**src/rtl/tm1640_frame_seq_if.sv**
```systemverilog
// Byte-level handshake between the frame sequencer and the tm1640 serial byte driver.
interface tm1640_frame_seq_if;
  logic       tm_latch;
  logic [7:0] tm_byte;
  logic       tm_end;
  logic       tm_busy;

  modport master (output tm_latch, output tm_byte, output tm_end, input tm_busy);
  modport slave  (input tm_latch, input tm_byte, input tm_end, output tm_busy);
endinterface

```
**src/rtl/tm1640_frame_seq.sv**
```systemverilog
// Snapshots digits/dp/blank/brightness and streams a full TM1640 frame into the byte driver.
// First byte latches 2 cycles after a trigger; each byte waits for the driver's busy to rise then fall.
module tm1640_frame_seq #(
  parameter int NUM_DIGITS    = 9,
  parameter int START_ADDR    = 0,
  parameter int POWERUP_FRAME = 1,
  parameter int AUTO_REFRESH  = 0
) (
  input  logic                    clk,
  input  logic                    rst,
  input  logic [4*NUM_DIGITS-1:0] digits,
  input  logic [NUM_DIGITS-1:0]   dp,
  input  logic [NUM_DIGITS-1:0]   blank,
  input  logic [2:0]              brightness,
  input  logic                    disp_on,
  input  logic                    update,
  output logic                    busy,
  output logic                    done,
  tm1640_frame_seq_if.master      tm
);

  localparam int IW = (NUM_DIGITS > 1) ? $clog2(NUM_DIGITS) : 1;

  generate
    if (NUM_DIGITS < 1 || NUM_DIGITS > 16 || START_ADDR < 0 || START_ADDR > 15 ||
        START_ADDR + NUM_DIGITS > 16) begin : g_bad_cfg
      $error("tm1640_frame_seq: digit window does not fit in the 16 grid addresses");
    end
  endgenerate

  typedef enum logic [2:0] {IDLE, LOAD, CMD1, CMD2, DATA, CMD3, DONE} state_t;

  state_t                  state_q, state_d;
  logic                    wait_q, wait_d;
  logic [IW-1:0]           idx_q, idx_d;
  logic [4*NUM_DIGITS-1:0] dig_q;
  logic [NUM_DIGITS-1:0]   dp_q, blank_q;
  logic [2:0]              bright_q;
  logic                    on_q;
  logic                    pend_q, pwr_q;
  logic                    ref_hit, trig, adv, last;
  logic [7:0]              seg_k;

  function automatic logic [6:0] lut7(input logic [3:0] v);
    case (v)
      4'h0: lut7 = 7'h3F;  4'h1: lut7 = 7'h06;  4'h2: lut7 = 7'h5B;  4'h3: lut7 = 7'h4F;
      4'h4: lut7 = 7'h66;  4'h5: lut7 = 7'h6D;  4'h6: lut7 = 7'h7D;  4'h7: lut7 = 7'h07;
      4'h8: lut7 = 7'h7F;  4'h9: lut7 = 7'h6F;  4'hA: lut7 = 7'h77;  4'hB: lut7 = 7'h7C;
      4'hC: lut7 = 7'h39;  4'hD: lut7 = 7'h5E;  4'hE: lut7 = 7'h79;  default: lut7 = 7'h71;
    endcase
  endfunction

  assign trig  = update | pend_q | pwr_q | ref_hit;
  assign last  = (idx_q == IW'(NUM_DIGITS - 1));
  assign seg_k = blank_q[idx_q] ? 8'h00 : {dp_q[idx_q], lut7(dig_q[4*idx_q +: 4])};

  // wait_q splits every byte state into issue (latch high) and wait-for-driver-idle halves
  always_comb begin
    state_d      = state_q;
    wait_d       = wait_q;
    idx_d        = idx_q;
    adv          = 1'b0;
    busy         = 1'b1;
    done         = 1'b0;
    tm.tm_latch  = 1'b0;
    tm.tm_byte   = 8'h00;
    tm.tm_end    = 1'b0;
    if (state_q inside {CMD1, CMD2, DATA, CMD3}) begin
      tm.tm_latch = !wait_q;
      if (!wait_q && tm.tm_busy) wait_d = 1'b1;
      if (wait_q && !tm.tm_busy) begin
        wait_d = 1'b0;
        adv    = 1'b1;
      end
    end
    case (state_q)
      IDLE: begin
        busy = 1'b0;
        if (trig) state_d = LOAD;
      end
      LOAD: state_d = CMD1;
      CMD1: begin
        tm.tm_byte = 8'h40;
        tm.tm_end  = 1'b1;
        if (adv) state_d = CMD2;
      end
      CMD2: begin
        tm.tm_byte = 8'hC0 | 8'(START_ADDR);
        if (adv) begin
          state_d = DATA;
          idx_d   = '0;
        end
      end
      DATA: begin
        tm.tm_byte = seg_k;
        tm.tm_end  = last;
        if (adv) begin
          if (last) state_d = CMD3;
          else      idx_d   = idx_q + 1'b1;
        end
      end
      CMD3: begin
        tm.tm_byte = {4'b1000, on_q, bright_q};
        tm.tm_end  = 1'b1;
        if (adv) state_d = DONE;
      end
      DONE: begin
        busy    = 1'b0;
        done    = 1'b1;
        state_d = IDLE;
      end
      default: state_d = IDLE;
    endcase
  end

  always_ff @(posedge clk or posedge rst) begin
    if (rst) begin
      state_q <= IDLE;
      wait_q  <= 1'b0;
      idx_q   <= '0;
    end else begin
      state_q <= state_d;
      wait_q  <= wait_d;
      idx_q   <= idx_d;
    end
  end

  // Snapshot is taken on the trigger edge so the whole frame comes from one set of inputs
  always_ff @(posedge clk or posedge rst) begin
    if (rst) begin
      dig_q    <= '0;
      dp_q     <= '0;
      blank_q  <= '0;
      bright_q <= 3'd0;
      on_q     <= 1'b0;
    end else if (state_q == IDLE && trig) begin
      dig_q    <= digits;
      dp_q     <= dp;
      blank_q  <= blank;
      bright_q <= brightness;
      on_q     <= disp_on;
    end
  end

  always_ff @(posedge clk or posedge rst) begin
    if (rst) begin
      pend_q <= 1'b0;
      pwr_q  <= (POWERUP_FRAME != 0);
    end else begin
      if (state_q == IDLE) begin
        pwr_q  <= 1'b0;
        pend_q <= 1'b0;
      end else if (update) begin
        pend_q <= 1'b1;
      end
    end
  end

  generate
    if (AUTO_REFRESH > 0) begin : g_refresh
      localparam int CW = (AUTO_REFRESH > 1) ? $clog2(AUTO_REFRESH) : 1;
      logic [CW-1:0] cnt_q;
      assign ref_hit = (state_q == IDLE) && (cnt_q == CW'(AUTO_REFRESH - 1));
      always_ff @(posedge clk or posedge rst) begin
        if (rst)                                         cnt_q <= '0;
        else if (state_q == DONE || (state_q == IDLE && trig)) cnt_q <= '0;
        else if (state_q == IDLE)                        cnt_q <= cnt_q + 1'b1;
      end
    end else begin : g_no_refresh
      assign ref_hit = 1'b0;
    end
  endgenerate

endmodule
```
**src/flat_wrapper.sv**
```systemverilog
// flat-port wrapper written by rule: the top's interface ports become plain ports
module tm1640_frame_seq_flat 
#(
  parameter int NUM_DIGITS    = 9,
  parameter int START_ADDR    = 0,
  parameter int POWERUP_FRAME = 1,
  parameter int AUTO_REFRESH  = 0
)
  (clk, rst, digits, dp, blank, brightness, disp_on, update, busy, done, tm_tm_latch, tm_tm_byte, tm_tm_end, tm_tm_busy);
  tm1640_frame_seq_if tm_i ();
  input  logic clk;
  input  logic rst;
  input  logic [4*NUM_DIGITS-1:0] digits;
  input  logic [NUM_DIGITS-1:0] dp;
  input  logic [NUM_DIGITS-1:0] blank;
  input  logic [2:0] brightness;
  input  logic disp_on;
  input  logic update;
  output logic busy;
  output logic done;
  output wire logic [$bits(tm_i.tm_latch)-1:0] tm_tm_latch;
  output wire logic [$bits(tm_i.tm_byte)-1:0] tm_tm_byte;
  output wire logic [$bits(tm_i.tm_end)-1:0] tm_tm_end;
  input wire logic [$bits(tm_i.tm_busy)-1:0] tm_tm_busy;
  assign tm_tm_latch = tm_i.tm_latch;
  assign tm_tm_byte = tm_i.tm_byte;
  assign tm_tm_end = tm_i.tm_end;
  assign tm_i.tm_busy = tm_tm_busy;
  tm1640_frame_seq #(.NUM_DIGITS(NUM_DIGITS), .START_ADDR(START_ADDR), .POWERUP_FRAME(POWERUP_FRAME), .AUTO_REFRESH(AUTO_REFRESH)) u_core (.clk(clk), .rst(rst), .digits(digits), .dp(dp), .blank(blank), .brightness(brightness), .disp_on(disp_on), .update(update), .busy(busy), .done(done), .tm(tm_i));
endmodule
```
**config.mk**
```make
export PLATFORM = sky130hd
export DESIGN_NAME = tm1640_frame_seq_flat
export DESIGN_NICKNAME = d
export VERILOG_FILES = /design/src/rtl/tm1640_frame_seq_if.sv /design/src/rtl/tm1640_frame_seq.sv /design/src/flat_wrapper.sv
export SDC_FILE = /design/constraint.sdc
export NUM_CORES = 1
export LEC_CHECK = 0
export CAP_MARGIN = 30
export CORE_ASPECT_RATIO = 1.25
export CORE_MARGIN = 5
export CORE_UTILIZATION = 35
export CTS_BUF_LIST = sky130_fd_sc_hd__clkbuf_4 sky130_fd_sc_hd__clkbuf_8 sky130_fd_sc_hd__clkbuf_16
export CTS_CLUSTER_SIZE = 10
export DETAILED_ROUTE_END_ITERATION = 12
export PLACE_DENSITY_LB_ADDON = 0.12
export SLEW_MARGIN = 15
export SYNTH_ARGS = -nofsm -noshare
export SYNTH_HDL_FRONTEND = slang
export SYNTH_SLANG_ARGS = --single-unit
```
**constraint.sdc**
```tcl
create_clock -name clk -period 2.92 [get_ports clk]
set_input_delay 0.438 -clock clk [delete_from_list [all_inputs] [get_ports clk]]
set_output_delay 0.438 -clock clk [all_outputs]
set_load 0.1 [all_outputs]
```
==> impl_metrics.env <==
export IMPL_outcome="finished, violations left"
export IMPL_violations="setup timing"
export IMPL_clk_latency_ns=0.33
export IMPL_setup_viol=7
export IMPL_via_per_inst=5.02
export IMPL_postSynthCellCount=286
export IMPL_fp_coreArea_sq_um=10100
export IMPL_grt_pass1_wl_mm=13.7
export IMPL_cp_cell_sequence="buf_12, buf_6, nor4b_4, nand2_1, o41a_1, inv_2, buf_4, ha_1, a21oi_2, a221oi_4, buf_12"
export IMPL_synth_edf_count=0
export IMPL_portBuffers=73
export IMPL_grt_overflow_total=0
export IMPL_place_inst=487
export IMPL_nFillCells=897
export IMPL_leakage_uw=0.00220
export IMPL_layout_common_cells="dfrtp_1 (65), clkdlybuf4s50_1 (61), mux2_2 (59), buf_4 (32), nand2_1 (15)"
export IMPL_max_stage_delay_ns=0.40
export IMPL_hold_class="flop to flop"
export IMPL_skew_ns=0.00487
export IMPL_path_clk_slew_ns=0.06
export IMPL_synth_cell_area_sq_um=3580
export IMPL_post_route_worst_setup_slack_ns=-0.259
export IMPL_grt_setup_unrepaired="true"
export IMPL_dr_first_iter_drc_count=100
export IMPL_tightest_slew_ns=0.711
export IMPL_power_density_nw_per_um2=1210
export IMPL_grt_pass1_vias=2818
export IMPL_ir_drop_mv=0.484
export IMPL_area_delta_synth_final_pct=50.1
export IMPL_grt_antenna_before_repair=0
export IMPL_period_minus_slack_ns=3.18
export IMPL_finalNetCount=467
export IMPL_crit_type="flop to output port"
export IMPL_ioPinCount=74
export IMPL_rows=41
export IMPL_synthArstFlopShare_pct=100
export IMPL_cts_buffer_depth=2
export IMPL_cts_root_buf="clkbuf_16"
export IMPL_route_vias_total=2656
export IMPL_cp_end_kind="output port"
export IMPL_drv_slew=0
export IMPL_multiInputGateArea_sq_um=1960
export IMPL_die_h_um=123
export IMPL_cp_data_arrival_time_ns=2.74
export IMPL_synth_area_per_cell_sq_um=12.5
export IMPL_crit_path_start_kind="flop"
export IMPL_syn_nets=358
export IMPL_clock_sink_count=68
export IMPL_synth_seq_cells=68
export IMPL_first_pass_iters=4
export IMPL_hpwl_mm=5.99
export IMPL_die_area_sq_um=12400
export IMPL_ys_warnings_count=0
export IMPL_die_x_um=100
export IMPL_drive_gt1_share_pct=44.8
export IMPL_start_util_pct=35.6
export IMPL_critPathTopFamily="buffers and inverters"
export IMPL_place_congestion=0.788
export IMPL_cts_htree_levels=3
export IMPL_antenna_cells=0
export IMPL_ys_seq_area_share_pct=47.6
export IMPL_final_cells=529
export IMPL_fmax_mhz=315
export IMPL_cts_made_buffers=9
export IMPL_required_ns=2.48
export IMPL_cp_max_fo=7
export IMPL_synthDistinctLibCells=48
export IMPL_timing_hold_violations_final=0
export IMPL_crit_path_top_delay_cell="dfrtp_1"
export IMPL_layout_commonest_cell="dfrtp_1"
export IMPL_grt_max_degree=60
export IMPL_dp_slack_ns=0.0243
export IMPL_fin_crit_sh_pct=109
export IMPL_routedWlPerCell_um=16.5
export IMPL_grtUsageTotal_pct=14.3
export IMPL_maxSlewHeadroom_pct=52.0
export IMPL_critPathBufInv=5
export IMPL_timing_max_cap_violations=0
export IMPL_crit_top_cell="buf_12"
export IMPL_synthFlopType="dfrtp_1"
export IMPL_drt_wl_total_mm=8.74
export IMPL_tritoncts="built"
export IMPL_regArea_sq_um=1710
export IMPL_ant_nets=0
export IMPL_drc=0
export IMPL_hold_buffers=0
-- flip-flops by register name (all words and copies together) (netlist names) --
register         cells
u_core.blank_q       9
u_core.bright_q      3
u_core.dig_q        36
u_core.dp_q          9
u_core.idx_q         4
u_core.on_q          1
u_core.pend_q        1
u_core.pwr_q         1
u_core.state_q       3
u_core.wait_q        1
-- kinds of logic after synthesis --
group | count (synthesis) | share of synthesized area (%)
adder cells (fa/ha/maj) | 10 | 3.50
AND/OR/NAND/NOR | 60 | 8.92
AO/OA/AOI/OAI | 46 | 10.6
flip-flops | 68 | 47.6
multiplexers | 76 | 25.4
buffers and inverters | 26 | 3.92
-- path summary, 6_finish.rpt --
check | start | end | slack (ns) | depth (start not counted)
max reg2reg | u_core.idx_q[0] | u_core.idx_q[3] | 0.81 | 10
max | u_core.idx_q[0] | tm_tm_byte[4] | -0.26 | 11
min | u_core.pwr_q | u_core.pwr_q | 0.49 | 1
min in group asynchronous | rst | u_core.dp_q[2] | 0.53 | 2
min reg2reg | u_core.pwr_q | u_core.pwr_q | 0.49 | 1
max in group asynchronous | rst | u_core.dig_q[26] | 1.73 | 3
-- metrics by stage --
step / hold WS (ns) / power, uW / setup TNS (ns) / util (%) / cell area (sq um)
CTS: 0.495 / 6140 / -1.02 / 51.6 / 5180
finish: 0.493 / 6520 / -1.48 / 53.4 / 5370
global route: 0.499 / 6900 / -2.45 / 53.4 / 5370
floorplan: 0.461 / 3910 / -0.404 / - / 3630
global placement: 0.475 / 4640 / 0 / 46.3 / 4660
detailed placement: 0.484 / 4670 / 0 / 46.3 / 4660
-- cell type report --
type	count	share of cell area, %
flip-flops and latches	68	31.8
inverters	9	0.629
clock inverters	6	1.19
multi-input cells	192	36.5
clock buffers	10	4.45
well taps	129	3.01
repair buffers	115	22.5
-- power breakdown --
| group | total [uW] | switching, uW | internal, uW |
|---|---|---|---|
| Sequential | 1710 | 293 | 1410 |
| Combinational | 3740 | 1850 | 1890 |
| Clock | 1080 | 395 | 682 |
| Total | 6520 | 2530 | 3980 |
-- cells in the mapped netlist (all sizes together) (2+ instances only) --
cell type | n | area share (%)
a2111oi | 2 | 0.66
a211oi | 2 | 0.42
a21o | 3 | 0.63
a21oi | 8 | 1.1
a221o | 3 | 0.84
a221oi | 3 | 0.73
a2bb2oi | 2 | 0.98
a31o | 2 | 0.49
and2 | 5 | 0.87
and3 | 3 | 0.52
buf | 12 | 2.4
clkbuf | 5 | 0.52
dfrtp | 67 | 47
ha | 10 | 3.5
inv | 9 | 0.94
mux2 | 59 | 19
mux2i | 11 | 3.1
mux4 | 6 | 3.8
nand2 | 16 | 1.7
nand2b | 3 | 0.52
nand3 | 2 | 0.28
nor2 | 14 | 1.7
nor2b | 10 | 1.7
nor3 | 4 | 0.56
o21ai | 8 | 1.2
o41a | 2 | 0.63
-- timing repair --
item | in CTS | in global routing
setup buffers | 17 | 9
endpoints found under the setup margin | 7 | 7
endpoints found under the hold margin | 0 | 0
resized for setup | 21 | 31
pin swaps | 5 | 12
-- metal layers --
layer	vias up	GRT usage [%]	wire (um)
met5	-	0	0
met4	0	6.40	140
met3	12	3.89	378
met2	67	23.4	4360
met1	1313	17.6	3860
li1	1264	-	-
Note: power is estimated with default switching activity, not from simulation.
